--- src/rtl/pc_vector_unit.sv ---
// pc_vector_unit: PC register with stall, synchronised irq, trap vectoring.
// Optional misaligned-target trap enabled by defining PC_ALIGN_CHECK_EN.
module pc_vector_unit #(
   parameter int               WIDTH       = 32,
   parameter logic [WIDTH-1:0] RESET_VEC   = WIDTH'(32'h00000000),
   parameter logic [WIDTH-1:0] ILLOP_VEC   = WIDTH'(32'h80000004),
   parameter logic [WIDTH-1:0] XADR_VEC    = WIDTH'(32'h80000008),
   parameter logic [WIDTH-1:0] ALIGN_VEC   = WIDTH'(32'h8000000C),
   parameter int               SYNC_STAGES = 2
) (
   input  logic             clk,
   input  logic             reset,
   input  logic             en,
   input  logic [WIDTH-1:0] pc_next,
   input  logic             illop,
   input  logic             irq,
   output logic [WIDTH-1:0] pc_o,
   output logic [WIDTH-1:0] epc_o,
   output logic [2:0]       cause_o,
   output logic             kernel_o,
   output logic             irq_ack_o
);

   logic [SYNC_STAGES-1:0] sync_q;
   logic                   sync_d;
   logic                   pending;
   logic                   irq_rise;
   logic                   take_ill;
   logic                   take_irq;
   logic                   take_align;
   logic                   take_seq;
   logic [WIDTH-1:0]       pc_inc;
   logic [WIDTH-1:0]       pc_mask;

   assign kernel_o = pc_o[WIDTH-1];
   assign irq_rise = sync_q[SYNC_STAGES-1] & ~sync_d;
   assign pc_inc   = pc_o + WIDTH'(4);
   // user mode can only reach kernel space through a vector
   assign pc_mask  = {pc_o[WIDTH-1] & pc_next[WIDTH-1],
                      pc_next[WIDTH-2:0]};

   // Synchronise irq and keep one extra flop for edge detection
   always_ff @(posedge clk or posedge reset) begin
      if (reset) begin
         sync_q <= '0;
         sync_d <= 1'b0;
      end else begin
         sync_q <= {sync_q[SYNC_STAGES-2:0], irq};
         sync_d <= sync_q[SYNC_STAGES-1];
      end
   end

   // Mutually exclusive action selects, highest priority first
   always_comb begin
      take_ill   = en & illop;
      take_irq   = en & ~illop & pending & ~pc_o[WIDTH-1];
`ifdef PC_ALIGN_CHECK_EN
      take_align = en & ~illop & ~take_irq & (pc_next[1:0] != 2'b00);
`else
      take_align = 1'b0;
`endif
      take_seq   = en & ~take_ill & ~take_irq & ~take_align;
   end

   // PC, trap state, pending flag and ack pulse
   always_ff @(posedge clk or posedge reset) begin
      if (reset) begin
         pc_o      <= RESET_VEC;
         epc_o     <= '0;
         cause_o   <= 3'd0;
         irq_ack_o <= 1'b0;
         pending   <= 1'b0;
      end else begin
         irq_ack_o <= take_irq;
         unique case (1'b1)
            take_ill: begin
               pc_o    <= ILLOP_VEC;
               epc_o   <= pc_inc;
               cause_o <= 3'd1;
            end
            take_irq: begin
               pc_o    <= XADR_VEC;
               epc_o   <= pc_next;
               cause_o <= 3'd2;
            end
            take_align: begin
               pc_o    <= ALIGN_VEC;
               epc_o   <= pc_inc;
               cause_o <= 3'd3;
            end
            take_seq: begin
               pc_o    <= pc_mask;
            end
            default: begin
            end
         endcase
         // a fresh edge arriving as the irq is taken stays pending
         if (take_irq)
            pending <= irq_rise;
         else if (irq_rise)
            pending <= 1'b1;
      end
   end

endmodule

--- config.mk ---
export PLATFORM = sky130hd
export DESIGN_NAME = pc_vector_unit
export DESIGN_NICKNAME = d
export VERILOG_FILES = /design/src/rtl/pc_vector_unit.sv
export SDC_FILE = /design/constraint.sdc
export NUM_CORES = 1
export LEC_CHECK = 0
export BUFFER_PORTS_ARGS = -buffer_cell sky130_fd_sc_hd__buf_2
export CORE_MARGIN = 2
export CORE_UTILIZATION = 30
export CTS_CLUSTER_DIAMETER = 80
export DETAILED_ROUTE_END_ITERATION = 12
export PLACE_DENSITY_LB_ADDON = 0.08
export SYNTH_ARGS = -nofsm -noshare
export SYNTH_HDL_FRONTEND = slang
export SYNTH_SLANG_ARGS = --single-unit
--- constraint.sdc ---
create_clock -name clk -period 2.9 [get_ports clk]
set_input_delay 0.29 -clock clk [delete_from_list [all_inputs] [get_ports clk]]
set_output_delay 0.29 -clock clk [all_outputs]
set_load 0.02 [all_outputs]
### After elaboration in Yosys (flattened, before gate mapping)

Cells that the tools add are included.

| storage, ports and cells | value |
|---|---|
| word-level logic and storage cells | 29 |
| input port bits | 37 |
| output and inout port bits | 69 |
| flip-flop bits (word level) | 72 |

| cells by class | value |
|---|---|
| bitwise gates (word level) | 13 |
| reductions and logical operators | 3 |
| multiplexer cells | 5 |
| add/subtract/negate cells | 1 |

Operator list:

| operator | count |
|---|---|
| $pmux 32 s3 | 1 |
| $pmux 32 s2 | 1 |
| $add 32x3->32 const B | 1 |
| $and 1x1->1 | 8 |
| $pmux 3 s2 | 1 |
| $not 1->1 | 5 |
| $reduce_bool 2->1 | 2 |
| $reduce_bool 3->1 | 1 |
| $mux 1 | 2 |

### Depth between registers and ports, before layout

| depth | value |
|---|---|
| word-level depth | 7 |
| gate-level depth with buffers | 9 |
| gate-level depth less buffers | 6 |

### Worst setup path before layout

Ideal clock, no wire load.

| path | value |
|---|---|
| kind | flip-flop to flip-flop |
| from | register pc_o[2] |
| to | register epc_o[28] |
| data required time | 2.762 ns |
| period minus slack after synthesis | 1.899 ns |
| cell stages (with the launch flop) | 7 |
| buffers on the path | 0 |
| setup slack | 1.001 ns |
| library setup time | 0.138 ns |
| arrival time | 1.760 ns |
| cell sequence | dfrtp_1 > ha_1 > nand3_2 > nor4_4 > nand4_1 > xnor2_1 > o211ai_1 |

| between the ends | value |
|---|---|
| word-level cells in the longest chain between the ends | 2 |

Ends and longest elaborated chain:

| element | line | RTL |
|---|---|---|
| start, declared | 17 | `output logic [WIDTH-1:0] pc_o,` |
| start signal, assigned | 92 | `pc_o <= pc_mask;` |
| $add 32x3->32 | 37 | `assign pc_inc = pc_o + WIDTH'(4);` |
| $pmux 32 s2 | 75 | `unique case (1'b1)` |
| end signal, assigned | 78 | `epc_o <= pc_inc;` |
| end signal, assigned | 83 | `epc_o <= pc_next;` |
| end signal, assigned | 88 | `epc_o <= pc_inc;` |
| end, declared | 18 | `output logic [WIDTH-1:0] epc_o,` |

No other way between the ends.
A chain may end at the register's enable or synchronous reset.

### Worst setup path after layout

| path | value |
|---|---|
| from | register pc_o[2] |
| to | register epc_o[18] |

The elaborated chain is that of the path after synthesis.

==> summary.txt <==
RePlAce Congestion: 0.766
Avg WL per Cell: 16.2 µm
Least-Margin Pin Slew: 0.760 ns
Area grow syn2layout: 27.4%
FMAX: 474 MHz
Main flop type after synthesis: dfrtp_1
Most common cell after layout, fill and taps aside: buf_2
Clock transition at path regs: 0.06 ns
Fin crit period: 2.11 ns
Tcrit/Tclk final: 72.7%
Area of the core: 10,900 µm²
Setup_tns: 0 ns
Filler instances: 1,164
Starting Density: 31.1%
Post-synthesis sequential area ratio: 52.3%
CTS root buffer: clkbuf_16
Routed Antenna Nets: 0
Final Slew Violations: 0
Maximum vdd drop: 0.000441 V
Status: finished, final reports clean
Die X: 110 µm
Largest net degree at the start of global routing: 36
Gate power share: 33.2%
Reg power frac: 40.1%
M3 GR Usage: 5.54%
Pwr Density: 855 nW/µm²
CTS tree: built
Post-synth EDFFs: 0
Power, Total: 3.70 mW
FFs w/ async S/R, synth: 100%
Antenna violations before repair: 0
Inserted Diodes: 0
Register bit total from synthesis: 71
Die area: 12,200 µm²
Synth Warn #: 0
Post-CTS Setup Inserts: 0
Vias: 2,950
DPL Wire Length: 6770 µm
Most Crowded Layer GR: met2
Critical Path Fanout Max: 8
CP max-delay cell: nor4_4
CP arrival: 2.35 ns
Fraction of layout cells with a size suffix above 1: 28.4%
Sw Share: 38.0%
Synthesized Nets: 400
Gate Count Post-Synth: 362
Slew headroom: 49.2%
Unique masters post-synth: 34
Worst EP required: 3.14 ns
Initial drt markers: 122
Internal: 2.30 mW
PortBufs: 104
Grt ovf: 0
Met2 GRT Util: 26.0%
Max-cap violations: 0
Final #Nets: 502
Grt met1 use: 22.1%
# H-tree levels: 3
Die Y: 110 µm
Final hold violations: 0
Startpoint Class: flip-flop
Top Ports: 106
Commonest cells after routing, fill and taps aside: 104 x buf_2, 71 x dfrtp_1, 63 x nand2_1
Vias in the first global route: 3,001
Hold/Removal Path Class: input pin to flip-flop
Crit end category: flip-flop
Clk sink count: 71
Placed Instances: 593
Rows: 38
CTS max path bufs: 2
First-pass GRT wire length: 16,200 µm
Global Route Usage Sum: 16.7%
Residual DRC count: 0
TritonCTS Buffers: 9
Final setup fails: 0
Clock share of power: 26.7%
WL final: 9850 µm
P_sw: 1.41 mW
Hold-fix buffers, CTS: 0
Crit path kind: flip-flop to flip-flop
Syn avg cell area: 9.39 µm²
Largest stage delay, worst path: 0.63 ns
P_leak: 2.02 nW
Worst-Skew Late Latency: 0.33 ns
Crit path cell chain: ha_1 -> nand3_2 -> nor4_4 -> nand4_1 -> xnor2_1 -> o211ai_1
Unrepaired setup endpoints after global routing: no
Post-route insts no fill: 608
Drt via density: 4.85
Final setup skew: 0.00629 ns
Post-cts resize count: 0
Pre-Repair DR Iteration Count: 4
Cell Area, Synth: 3400 µm²
==> per-stage QoR <==
stage	util [%]	instance area, µm²	hold slack (ns)	worst slack [ns]
floorplan	-	3400	0.321	0.813
global placement	37.2	4070	0.334	0.813
detailed placement	37.2	4070	0.337	0.764
CTS	39.6	4330	0.0566	0.748
global route	39.6	4330	0.0593	0.597
finish	39.6	4330	0.0678	0.791
==> cells in the mapped netlist (2+ instances only) <==
library cell	instances	area, µm²
nand4_4	2	42.5
xnor2_1	27	236
buf_1	2	7.51
dfrtp_1	71	1780
o211ai_1	15	113
a221o_1	2	20.0
a22oi_1	14	105
clkbuf_1	10	37.5
nor4_1	2	12.5
nor4_4	3	63.8
nand2b_1	2	12.5
o21ai_0	44	220
nor2_1	14	52.6
nor3_1	5	25.0
nand3_2	2	20.0
nand3_1	26	130
buf_4	2	15.0
inv_1	32	120
buf_2	6	30.0
nand2_1	63	236
nand4_1	5	31.3
==> layout make-up <==
type / count / area (µm²) / area share, %
clock inverter: 1 / 5.00 / 0.116
inverter: 33 / 124 / 2.86
tap: 140 / 175 / 4.04
timing repair buffer: 111 / 586 / 13.5
clock buffer: 14 / 254 / 5.86
sequential: 71 / 1780 / 41.0
multi-input combinational: 238 / 1410 / 32.6
==> power groups by stage <==
stage          combinational, mW  sequential [mW]  clock, mW
2_1_floorplan              0.457             1.81          0
3_3_place_gp                1.24             1.50          0
3_5_place_dp                1.25             1.50          0
4_1_cts                     1.25             1.49       1.02
5_1_grt                     1.35             1.53       1.06
6_report                    1.23             1.49      0.989
==> final timing paths <==
path                       slack [ns]                endpoint  cells after the start           startpoint
min                              0.07     sync_q[0]$_DFF_PP0_                      1                  irq
min in group asynchronous        0.09  cause_o[0]$_DFFE_PP0P_                      2                reset
max reg2reg                      0.79   epc_o[18]$_DFFE_PP0P_                      6  pc_o[2]$_DFFE_PP0P_
min reg2reg                      0.35     sync_q[1]$_DFF_PP0_                      0  sync_q[0]$_DFF_PP0_
max in group asynchronous        2.02    pc_o[12]$_DFFE_PP0P_                      3                reset
max                              0.79   epc_o[18]$_DFFE_PP0P_                      6  pc_o[2]$_DFFE_PP0P_
==> critical path: cells and delay by family, from the launching register on <==
family / cells / cell delay [ns]
AO/OA/AOI/OAI: 1 / 0.15
AND/OR/NAND/NOR: 3 / 1.00
flip-flops: 1 / 0.47
adder cells (fa/ha/maj): 1 / 0.25
XOR/XNOR: 1 / 0.15
==> layer usage <==
layer  vias up  share of wire (%)
li1       1429                  -
met5         -                  0
met4         0                1.1
met2        87                 47
met1      1426                 46
met3         8                6.0
==> logic make-up (layout without fill, tap and decap cells) <==
family / Yosys count / count (layout) / synth area share [%]
flops: 71 / 71 / 52.3
compound gates: 80 / 80 / 14.5
xor+xnor: 27 / 27 / 6.96
fa+ha+maj: 1 / 1 / 0.368
other cells: 1 / 1 / 0.110
simple gates: 129 / 129 / 19.5
buf+inv: 53 / 159 / 6.29
==> flip-flops by register name (all words and copies together) (netlist names) <==
register and cells:
irq_ack_o 1, pc_o 32, sync_d 1, epc_o 32, cause_o 2, pending 1
sync_q 2
Note: power is estimated with default switching activity, not from simulation.
